--- src/rtl/line_centroid.sv ---
// line_centroid: per-frame ROI centroid column estimator for a 4-bit edge-magnitude raster stream.
// Ports: clk, rst (async, active-high), pixel_in[3:0], in_ready -> centroid_x[CX_W-1:0], line_valid, line_lost.
// Optional macro ROW_CENTROID_EN adds row_centroid_x[CX_W-1:0] and row_valid (per-ROI-row centroid).
module lc_div #(
  parameter int NW = 25,
  parameter int DW = 16,
  parameter int QW = 11
) (
  input  logic          clk,
  input  logic          rst,
  input  logic          start_i,
  input  logic [NW-1:0] num_i,
  input  logic [DW-1:0] den_i,
  output logic [QW-1:0] q_o,
  output logic          valid_o,
  output logic          lost_o
);
  localparam int TW = (NW > DW + QW) ? NW : DW + QW;
  typedef enum logic [1:0] {ACCUM, DIV, DONE} state_t;
  state_t state_q, state_d;
  logic [NW-1:0] rem_q, rem_d;
  logic [DW-1:0] den_q, den_d;
  logic [QW-1:0] quo_q, quo_d, q_q, q_d;
  logic [$clog2(QW)-1:0] k_q, k_d;
  logic valid_q, valid_d, lost_q, lost_d;
  logic [TW-1:0] trial;
  always_comb begin
    state_d = state_q;
    rem_d = rem_q;
    den_d = den_q;
    quo_d = quo_q;
    k_d = k_q;
    q_d = q_q;
    valid_d = 1'b0;
    lost_d = lost_q;
    trial = TW'(den_q) << k_q;
    if (state_q == DIV) begin
      if (TW'(rem_q) >= trial) begin
        rem_d = rem_q - NW'(trial);
        quo_d[k_q] = 1'b1;
      end
      k_d = k_q - 1'b1;
      state_d = (k_q == '0) ? DONE : DIV;
    end else if (state_q == DONE) begin
      state_d = ACCUM;
      valid_d = 1'b1;
      q_d = quo_q;
      lost_d = (den_q == '0);
    end
    if (start_i) begin
      state_d = DIV;
      rem_d = num_i;
      den_d = den_i;
      quo_d = '0;
      k_d = $clog2(QW)'(QW - 1);
    end
  end
  always_ff @(posedge clk or posedge rst) begin
    if (rst) begin
      state_q <= ACCUM;
      rem_q <= '0;
      den_q <= '0;
      quo_q <= '0;
      k_q <= '0;
      q_q <= '0;
      valid_q <= 1'b0;
      lost_q <= 1'b0;
    end else begin
      state_q <= state_d;
      rem_q <= rem_d;
      den_q <= den_d;
      quo_q <= quo_d;
      k_q <= k_d;
      q_q <= q_d;
      valid_q <= valid_d;
      lost_q <= lost_d;
    end
  end
  // an empty divisor leaves an all-ones quotient, so the reported column is masked to 0
  assign q_o = lost_q ? '0 : q_q;
  assign valid_o = valid_q;
  assign lost_o = lost_q;
endmodule

module line_centroid #(
  parameter int IMG_W = 640,
  parameter int IMG_H = 480,
  parameter int ROI_HEIGHT = 60,
  parameter int THRESHOLD = 0,
  localparam int CX_W = $clog2(IMG_W) + 1
) (
  input  logic            clk,
  input  logic            rst,
  input  logic [3:0]      pixel_in,
  input  logic            in_ready,
  output logic [CX_W-1:0] centroid_x,
  output logic            line_valid,
`ifdef ROW_CENTROID_EN
  output logic [CX_W-1:0] row_centroid_x,
  output logic            row_valid,
`endif
  output logic            line_lost
);
  localparam int XW = $clog2(IMG_W);
  localparam int YW = $clog2(IMG_H);
  localparam int SUM_W = $clog2(IMG_W * IMG_W * ROI_HEIGHT);
  localparam int CNT_W = $clog2(IMG_W * ROI_HEIGHT + 1);
  logic [XW-1:0] x_q, x_d;
  logic [YW-1:0] y_q, y_d;
  logic [SUM_W-1:0] sum_q, sum_d, sum_nx;
  logic [CNT_W-1:0] cnt_q, cnt_d, cnt_nx;
  logic in_roi, hit, x_end, frame_end;
  always_comb begin
    in_roi = y_q >= YW'(IMG_H - ROI_HEIGHT);
    hit = in_ready && in_roi && (pixel_in > 4'(THRESHOLD));
    x_end = x_q == XW'(IMG_W - 1);
    frame_end = in_ready && x_end && (y_q == YW'(IMG_H - 1));
    x_d = in_ready ? (x_end ? '0 : x_q + 1'b1) : x_q;
    y_d = (in_ready && x_end) ? ((y_q == YW'(IMG_H - 1)) ? '0 : y_q + 1'b1) : y_q;
    sum_nx = hit ? sum_q + SUM_W'(x_q) : sum_q;
    cnt_nx = hit ? cnt_q + 1'b1 : cnt_q;
    sum_d = frame_end ? '0 : sum_nx;
    cnt_d = frame_end ? '0 : cnt_nx;
  end
  always_ff @(posedge clk or posedge rst) begin
    if (rst) begin
      x_q <= '0;
      y_q <= '0;
      sum_q <= '0;
      cnt_q <= '0;
    end else begin
      x_q <= x_d;
      y_q <= y_d;
      sum_q <= sum_d;
      cnt_q <= cnt_d;
    end
  end
  // the divider snapshots the sums including the final pixel while the accumulators clear
  lc_div #(.NW(SUM_W), .DW(CNT_W), .QW(CX_W)) u_frame_div (
    .clk(clk), .rst(rst), .start_i(frame_end), .num_i(sum_nx), .den_i(cnt_nx),
    .q_o(centroid_x), .valid_o(line_valid), .lost_o(line_lost)
  );
`ifdef ROW_CENTROID_EN
  localparam int RSUM_W = $clog2(IMG_W * IMG_W);
  localparam int RCNT_W = $clog2(IMG_W + 1);
  logic [RSUM_W-1:0] rsum_q, rsum_d, rsum_nx;
  logic [RCNT_W-1:0] rcnt_q, rcnt_d, rcnt_nx;
  logic row_end, row_lost;
  always_comb begin
    row_end = in_ready && x_end && in_roi;
    rsum_nx = hit ? rsum_q + RSUM_W'(x_q) : rsum_q;
    rcnt_nx = hit ? rcnt_q + 1'b1 : rcnt_q;
    rsum_d = row_end ? '0 : rsum_nx;
    rcnt_d = row_end ? '0 : rcnt_nx;
  end
  always_ff @(posedge clk or posedge rst) begin
    if (rst) begin
      rsum_q <= '0;
      rcnt_q <= '0;
    end else begin
      rsum_q <= rsum_d;
      rcnt_q <= rcnt_d;
    end
  end
  lc_div #(.NW(RSUM_W), .DW(RCNT_W), .QW(CX_W)) u_row_div (
    .clk(clk), .rst(rst), .start_i(row_end), .num_i(rsum_nx), .den_i(rcnt_nx),
    .q_o(row_centroid_x), .valid_o(row_valid), .lost_o(row_lost)
  );
`endif
endmodule

--- config.mk ---
export PLATFORM = sky130hd
export DESIGN_NAME = line_centroid
export DESIGN_NICKNAME = d
export VERILOG_FILES = /design/src/rtl/line_centroid.sv
export SDC_FILE = /design/constraint.sdc
export NUM_CORES = 1
export LEC_CHECK = 0
export ABC_AREA = 1
export CORE_MARGIN = 2
export CORE_UTILIZATION = 30
export CTS_CLUSTER_SIZE = 40
export DETAILED_ROUTE_END_ITERATION = 16
export PLACE_DENSITY_LB_ADDON = 0.15
export SLEW_MARGIN = 20
export SYNTH_ARGS = -nofsm -noshare
export SYNTH_HDL_FRONTEND = slang
export SYNTH_HIERARCHICAL = 1
export SYNTH_SLANG_ARGS = --single-unit
--- constraint.sdc ---
create_clock -name clk -period 3.9 [get_ports clk]
set_clock_uncertainty 0.15 [all_clocks]
set_input_delay 0.585 -clock clk [delete_from_list [all_inputs] [get_ports clk]]
set_output_delay 0.585 -clock clk [all_outputs]
set_load 0.02 [all_outputs]
; Word-level counts from Yosys, hierarchy flattened
; Cells that the tools add are included.
; W data, S select, Z words.
[totals]
reg_bits = 131
inputBits = 7
out_inout_bits = 13
word_cells = 65
[classes]
n_addsub = 6
order_cmp = 5
n_eq_ne = 4
n_shift = 1
n_mux = 23
bitwise = 2
n_reduce_logical = 12
[ops]
columns = cell, count
row1 = $mux W25, 5
row2 = $mux W11, 4
row3 = $mux W16, 2
row4 = $ge A25 B27 Y1, 1
row5 = $shl A16 B4 Y27, 1
row6 = $add A25 B10 Y25, 1
row7 = $sub A25 B25 Y25, 1
row8 = $add A16 B1 Y16 const B, 1
row9 = $logic_not A16 Y1, 1
row10 = $or A11 B11 Y11, 1
row11 = $add A10 B1 Y10 const B, 1
row12 = $eq A10 B10 Y1 const B, 1
row13 = $mux W10, 1
row14 = $add A9 B1 Y9 const B, 1
row15 = $eq A9 B9 Y1 const B, 1
row16 = $ge A9 B9 Y1 const B, 1
row17 = $mux W9, 1
row18 = $mux W2, 4
row19 = $mux W4, 2
row20 = $logic_and A1 B1 Y1, 5
row21 = $lt A4 B5 Y1 const B, 1
row22 = $demux W1 S4, 1
row23 = $ge A4 B1 Y1 const B, 1
row24 = $gt A4 B1 Y1 const B, 1
row25 = other kinds (9), 13

; Longest topological paths before layout
[depth]
depth_word = 8
ltp_mapped = 26
ltp_nobuf = 23

; By module
; The synthesis kept the hierarchy.
[modules_own_cells]
columns = mod, instances, cells_per_inst, area_per_inst_um2, seq_area_each_um2
row1 = lc_div, 1, 987, 6366.1, 1776.7
row2 = line_centroid, 1, 615, 4236.6, 1501.4

; Least setup slack after synthesis
; No wires, ideal clock.
[synth_path]
path_type = register -> register
start = reg u_frame_div.k_q[0]
end = reg u_frame_div.rem_q[13]
setup_time_ns = 0.117
arrival_time_ns = 2.909
required_time_ns = 3.633
setup_slack_ns = 0.725
stages_incl_launch_ff = 20
path_buffers = 3
synth_period_minus_slack_ns = 3.175
cell_sequence = dfrtp_1 buf_6 buf_2 nand2_1 o21ai_0 o21ai_0 o21ai_0 or2_2 ha_1 nand2_1 nor2_1 nand2_1 nand3b_1 nand3_2 nand3_4 nand2_4 nand2_8 buf_12 nand3_2 nand2_1
[synth_between]
elab_chain_cells = 5
elab_cells_between_ends = 8
classes_between = add/sub: 1 / order compare: 1 / shift: 1 / mux: 3 / reduce/logical: 2
[synth_lines]
columns = element, line
row1 = "start, declared", 24  ; logic [$clog2(QW)-1:0] k_q, k_d;
row2 = "start signal, assigned", 73  ; k_q <= k_d;
row3 = $shl A16 B4 Y27 *, 36  ; trial = TW'(den_q) << k_q;
row4 = $sub A25 B25 Y25, 39  ; rem_d = rem_q - NW'(trial);
row5 = $mux W25, 38  ; if (TW'(rem_q) >= trial) begin
row6 = $mux W25, 37  ; if (state_q == DIV) begin
row7 = $mux W25, 50  ; if (start_i) begin
row8 = "end signal, assigned", 70  ; rem_q <= rem_d;
row9 = "end, declared", 21  ; logic [NW-1:0] rem_q, rem_d;
; Every way passes the cells marked *; elsewhere a longest branch is shown, timed or not. The select of a mux whose other input is x is not followed.
; A chain may end at the register's enable or synchronous reset.

; Worst setup path in the final report
[layout_path]
start = reg u_frame_div.k_q[0]
end = reg u_frame_div.rem_q[8]
; The elaborated chain is that of the path after synthesis.

==> qor.tcl <==
set qor(routabilityCongestion) 0.863
set qor(largest_net_degree_at_the_start_of_global_routing) 78
set qor(cts-buffers-inserted) 17
set qor(clk_root_buffer_cell) {sky130_fd_sc_hd__clkbuf_16}
set qor(design.core.area_um2) 34700
set qor(min_delay_worst_endpoint) {u_frame_div/rem_q[0]}
set qor(final_layout_size_suffix_gt1_share_pct) 9.69
set qor(clk_latency_ns) 0.44
set qor(synth_ff_type) {sky130_fd_sc_hd__dfrtp_1}
set qor(global_routing_s_busiest_layer) {met2}
set qor(status) {complete, no violations}
set qor(timing.fmax_mhz) 278
set qor(synth_area_um2) 10600
set qor(p_leak_nw) 6.23
set qor(syn_inst) 1602
set qor(synthAdderAreaFrac_pct) 5.69
set qor(worst_path_most_repeated_cell) {sky130_fd_sc_hd__nand2_1}
set qor(largest_family_of_logic_cells_by_synthesized_area) {simple AND/OR/NAND/NOR gates}
set qor(setup_viol) 0
set qor(finish.net_count) 1672
set qor(cts.hold.buffers_added) 0
set qor(critical_path_class) {flop to flop}
set qor(rsz0062_at_grt) {false}
set qor(cts_htree_levels) 4
set qor(post_drt_via_cell_ratio) 4.68
set qor(antenna_cells_inserted) 0
set qor(synthesis.area_per_instance_um2) 6.62
set qor(final_total_negative_setup_slack_ns) 0
set qor(num_rows) 68
set qor(synth-edff-count) 0
set qor(p_per_area_nw_per_um2) 418
set qor(synth_seq_cells) 131
set qor(global_route_wire_length_before_repair_um) 51300
set qor(area_delta_synth_final_pct) 12.8
set qor(drt_wl_total_um) 31500
set qor(grt.met3_usage_pct) 2.69
set qor(hold_path.startpoint) {u_frame_div/rem_q[0]}
set qor(tritoncts) {done}
set qor(hp-class) {flop to flop}
set qor(overflow) 0
set qor(chipWidth_um) 192
set qor(placed_wire_length_estimate_um) 23700
set qor(simple_gate_portion_of_the_synthesized_area_pct) 40.6
set qor(vdd_drop_max_v) 0.000418
set qor(max_cap_viol_count) 0
set qor(period_minus_slack_ns) 3.59
set qor(timing.final.crit_share_pct) 92.1
set qor(met2_usage_pct) 28.2
set qor(worst-path-max-fanout) 32
set qor(fin_total_pwr_mw) 5.00
set qor(number_of_slew_limit_violations_in_the_final_report) 0
set qor(synth_fp_nets) 1656
set qor(antenna_found_initial) 0
set qor(clkSlewWorstSetupHoldPaths_ns) 0.06
set qor(dieHeight_um) 192
set qor(yosys_warnings) 6
set qor(drt_pass_1_iters) 5
set qor(synth-async-reset-ratio_pct) 100
set qor(endpoint_kind) {flop}
set qor(synth-compound-area-share_pct) 7.93
set qor(r2r_start) {u_frame_div/k_q[0]}
set qor(ys_seq_area_share_pct) 30.9
set qor(cp_cell_sequence) {buf_12, o21ai_0, nand2_1, inv_1, o21ai_0, or2_2, ha_1, nand2_1, nor2_4, inv_1, nor2_2, nand3_1, nand2_1, nand2_1, nand2_1, nand2_4, nand2_4, nand2_8, nand3_1, nand2_1}
set qor(global_routing_usage_on_met1_pct) 25.9
set qor(worst_pin_slew_ns) 0.847
set qor(post-route-drc-count) 0
set qor(first_global_vias) 9501
set qor(design.portCount) 20
set qor(critical_path.reg2reg.endpoint) {u_frame_div/rem_q[8]}
set qor(critPathSlowestCell) {sky130_fd_sc_hd__dfrtp_1}
set qor(postCtsSetupRepairBufs) 0
set qor(clock_sinks) 131
set qor(post_synth_xor_area_fraction_pct) 2.23
set qor(clock_tree.buffer_depth) 2
set qor(depth_of_the_worst_register_to_register_path) 20
set qor(cp.arrival_ns) 3.77
set qor(slew_headroom_pct) 43.6
set qor(hold-path-cell-count) 2
set qor(detail_route.wl_per_cell_um) 15.1
set qor(timing.critical_path.required_ns) 4.08
set qor(numPortBuffers) 19
set qor(drt.antenna.violating_nets) 0
set qor(post_synth_mux_area_share_pct) 0.566
set qor(finalHoldViolCount) 0
set qor(rrSetupSlack_ns) 0.31
set qor(effective_utilization_at_floorplan_pct) 30.5
set qor(post_cts.resized_instances) 0
set qor(critical_path.max_stage_delay_ns) 0.39
set qor(fp.dieArea_um2) 36900
set qor(overall_global_routing_usage_pct) 17.9
set qor(vias) 9771
set qor(yosysUniqueCellTypes) 50
set qor(drt_first_iter_violations) 648
set qor(worst_setup_path_start_kind) {flop}
[kinds of logic after synthesis]
group                      Yosys count
DFF                                131
and+or+nand+nor                    933
xor gates and xnor gates            27
AOI/OAI and AO/OA                  157
buffers and inverters              301
muxes                                6
adders and majority gates           47
[area by class of cell]
type                            count  area [um^2]
Inverter                          253          955
Multi-Input combinational cell   1171         6080
Fill cell                        3835        22800
Clock buffer                       18          429
Clock inverter                     14          201
Timing Repair Buffer               44          453
Sequential cell                   131         3280
Tap cell                          455          569
[worst max path at each step]
stage	depth (start not counted)	end	startpoint	slack (ns)
after floorplan	19	u_frame_div/rem_q[13]	u_frame_div/k_q[0]	0.72
after global placement	20	u_frame_div/rem_q[10]	u_frame_div/k_q[0]	0.13
after detailed placement	20	u_frame_div/rem_q[8]	u_frame_div/k_q[0]	0.07
after CTS	20	u_frame_div/rem_q[8]	u_frame_div/k_q[0]	0.06
after global routing	21	u_frame_div/rem_q[10]	u_frame_div/k_q[0]	0.03
final	20	u_frame_div/rem_q[8]	u_frame_div/k_q[0]	0.31
[critical path: cells and delay by family, from the launching register on]
kind	cells	cell delay [ns]
adder cells (fa/ha/maj)	1	0.35
buffers and inverters	3	0.35
flip-flops	1	0.39
AND/OR/NAND/NOR	14	1.80
AO/OA/AOI/OAI	2	0.44
[synth_stat cells (14+ instances only)]
cell type / number / area share (%)
sky130_fd_sc_hd__nand4_1: 28 / 1.7
sky130_fd_sc_hd__inv_1: 241 / 8.5
sky130_fd_sc_hd__dfrtp_1: 131 / 31
sky130_fd_sc_hd__nand2_1: 534 / 19
sky130_fd_sc_hd__clkbuf_1: 18 / 0.64
sky130_fd_sc_hd__ha_1: 45 / 5.3
sky130_fd_sc_hd__or2_2: 15 / 0.89
sky130_fd_sc_hd__nor2_1: 96 / 3.4
sky130_fd_sc_hd__nand3b_1: 16 / 1.1
sky130_fd_sc_hd__nand3_2: 35 / 3.3
sky130_fd_sc_hd__a21oi_1: 50 / 2.4
sky130_fd_sc_hd__nand3_1: 142 / 6.7
sky130_fd_sc_hd__nor3_1: 21 / 0.99
sky130_fd_sc_hd__o21ai_0: 88 / 4.2
sky130_fd_sc_hd__xor2_1: 14 / 1.2
[state kept, by name, indices dropped and copies added, names as in the netlist]
register and cells:
sum_q 25, u_frame_div/rem_q 25, cnt_q 16, u_frame_div/den_q 16
u_frame_div/q_q 11, u_frame_div/quo_q 11, x_q 10, y_q 9
u_frame_div/k_q 4, u_frame_div/state_q 2, u_frame_div/lost_o 1, u_frame_div/valid_o 1
[per-stage QoR]
step           instances  utilization, %  hold WS, ns  setup slack [ns]  area, um^2
5_1_grt             2086            34.5        0.397            0.0293       12000
4_1_cts             2085            34.4        0.373            0.0602       11900
3_3_place_gp        2053            32.6        0.341             0.129       11300
6_report            2086            34.5        0.368             0.308       12000
2_1_floorplan       1602               -        0.302             0.725       10600
3_5_place_dp        2053            32.6        0.359            0.0731       11300
[routing by layer]
layer	up-vias	share of wire, %
li1	5112	-
met1	4522	51
met2	119	45
met3	18	2.9
met4	0	0.81
met5	-	0
[cell usage in the layout (no fill, tap or decap), types with 6 or more instances in the layout]
cell type and count:
sky130_fd_sc_hd__nand4_1 28, sky130_fd_sc_hd__a21oi_1 50, sky130_fd_sc_hd__clkbuf_16 17, sky130_fd_sc_hd__nand3_2 35
sky130_fd_sc_hd__xor2_1 14, sky130_fd_sc_hd__buf_4 19, sky130_fd_sc_hd__nand2_1 534, sky130_fd_sc_hd__nor2_1 95
sky130_fd_sc_hd__buf_12 6, sky130_fd_sc_hd__nand2_2 10, sky130_fd_sc_hd__dfrtp_1 131, sky130_fd_sc_hd__nor2_2 7
sky130_fd_sc_hd__clkdlybuf4s50_1 19, sky130_fd_sc_hd__ha_1 45, sky130_fd_sc_hd__or2_2 15, sky130_fd_sc_hd__nand3b_1 16
sky130_fd_sc_hd__a22oi_1 6, sky130_fd_sc_hd__o21ai_0 84, sky130_fd_sc_hd__xnor2_1 13, sky130_fd_sc_hd__nand3_1 142
sky130_fd_sc_hd__nor3_1 21, sky130_fd_sc_hd__and2_1 6, sky130_fd_sc_hd__mux2i_1 6, sky130_fd_sc_hd__inv_1 237
sky130_fd_sc_hd__inv_2 14
[power breakdown]
part           internal (mW)  total, mW  switching [mW]  leakage [nW]
Combinational          0.538       1.51           0.972          4.33
Clock                   1.08       1.80           0.715         0.302
Sequential              1.52       1.69           0.172          1.60
Note: power is estimated with default switching activity, not from simulation.
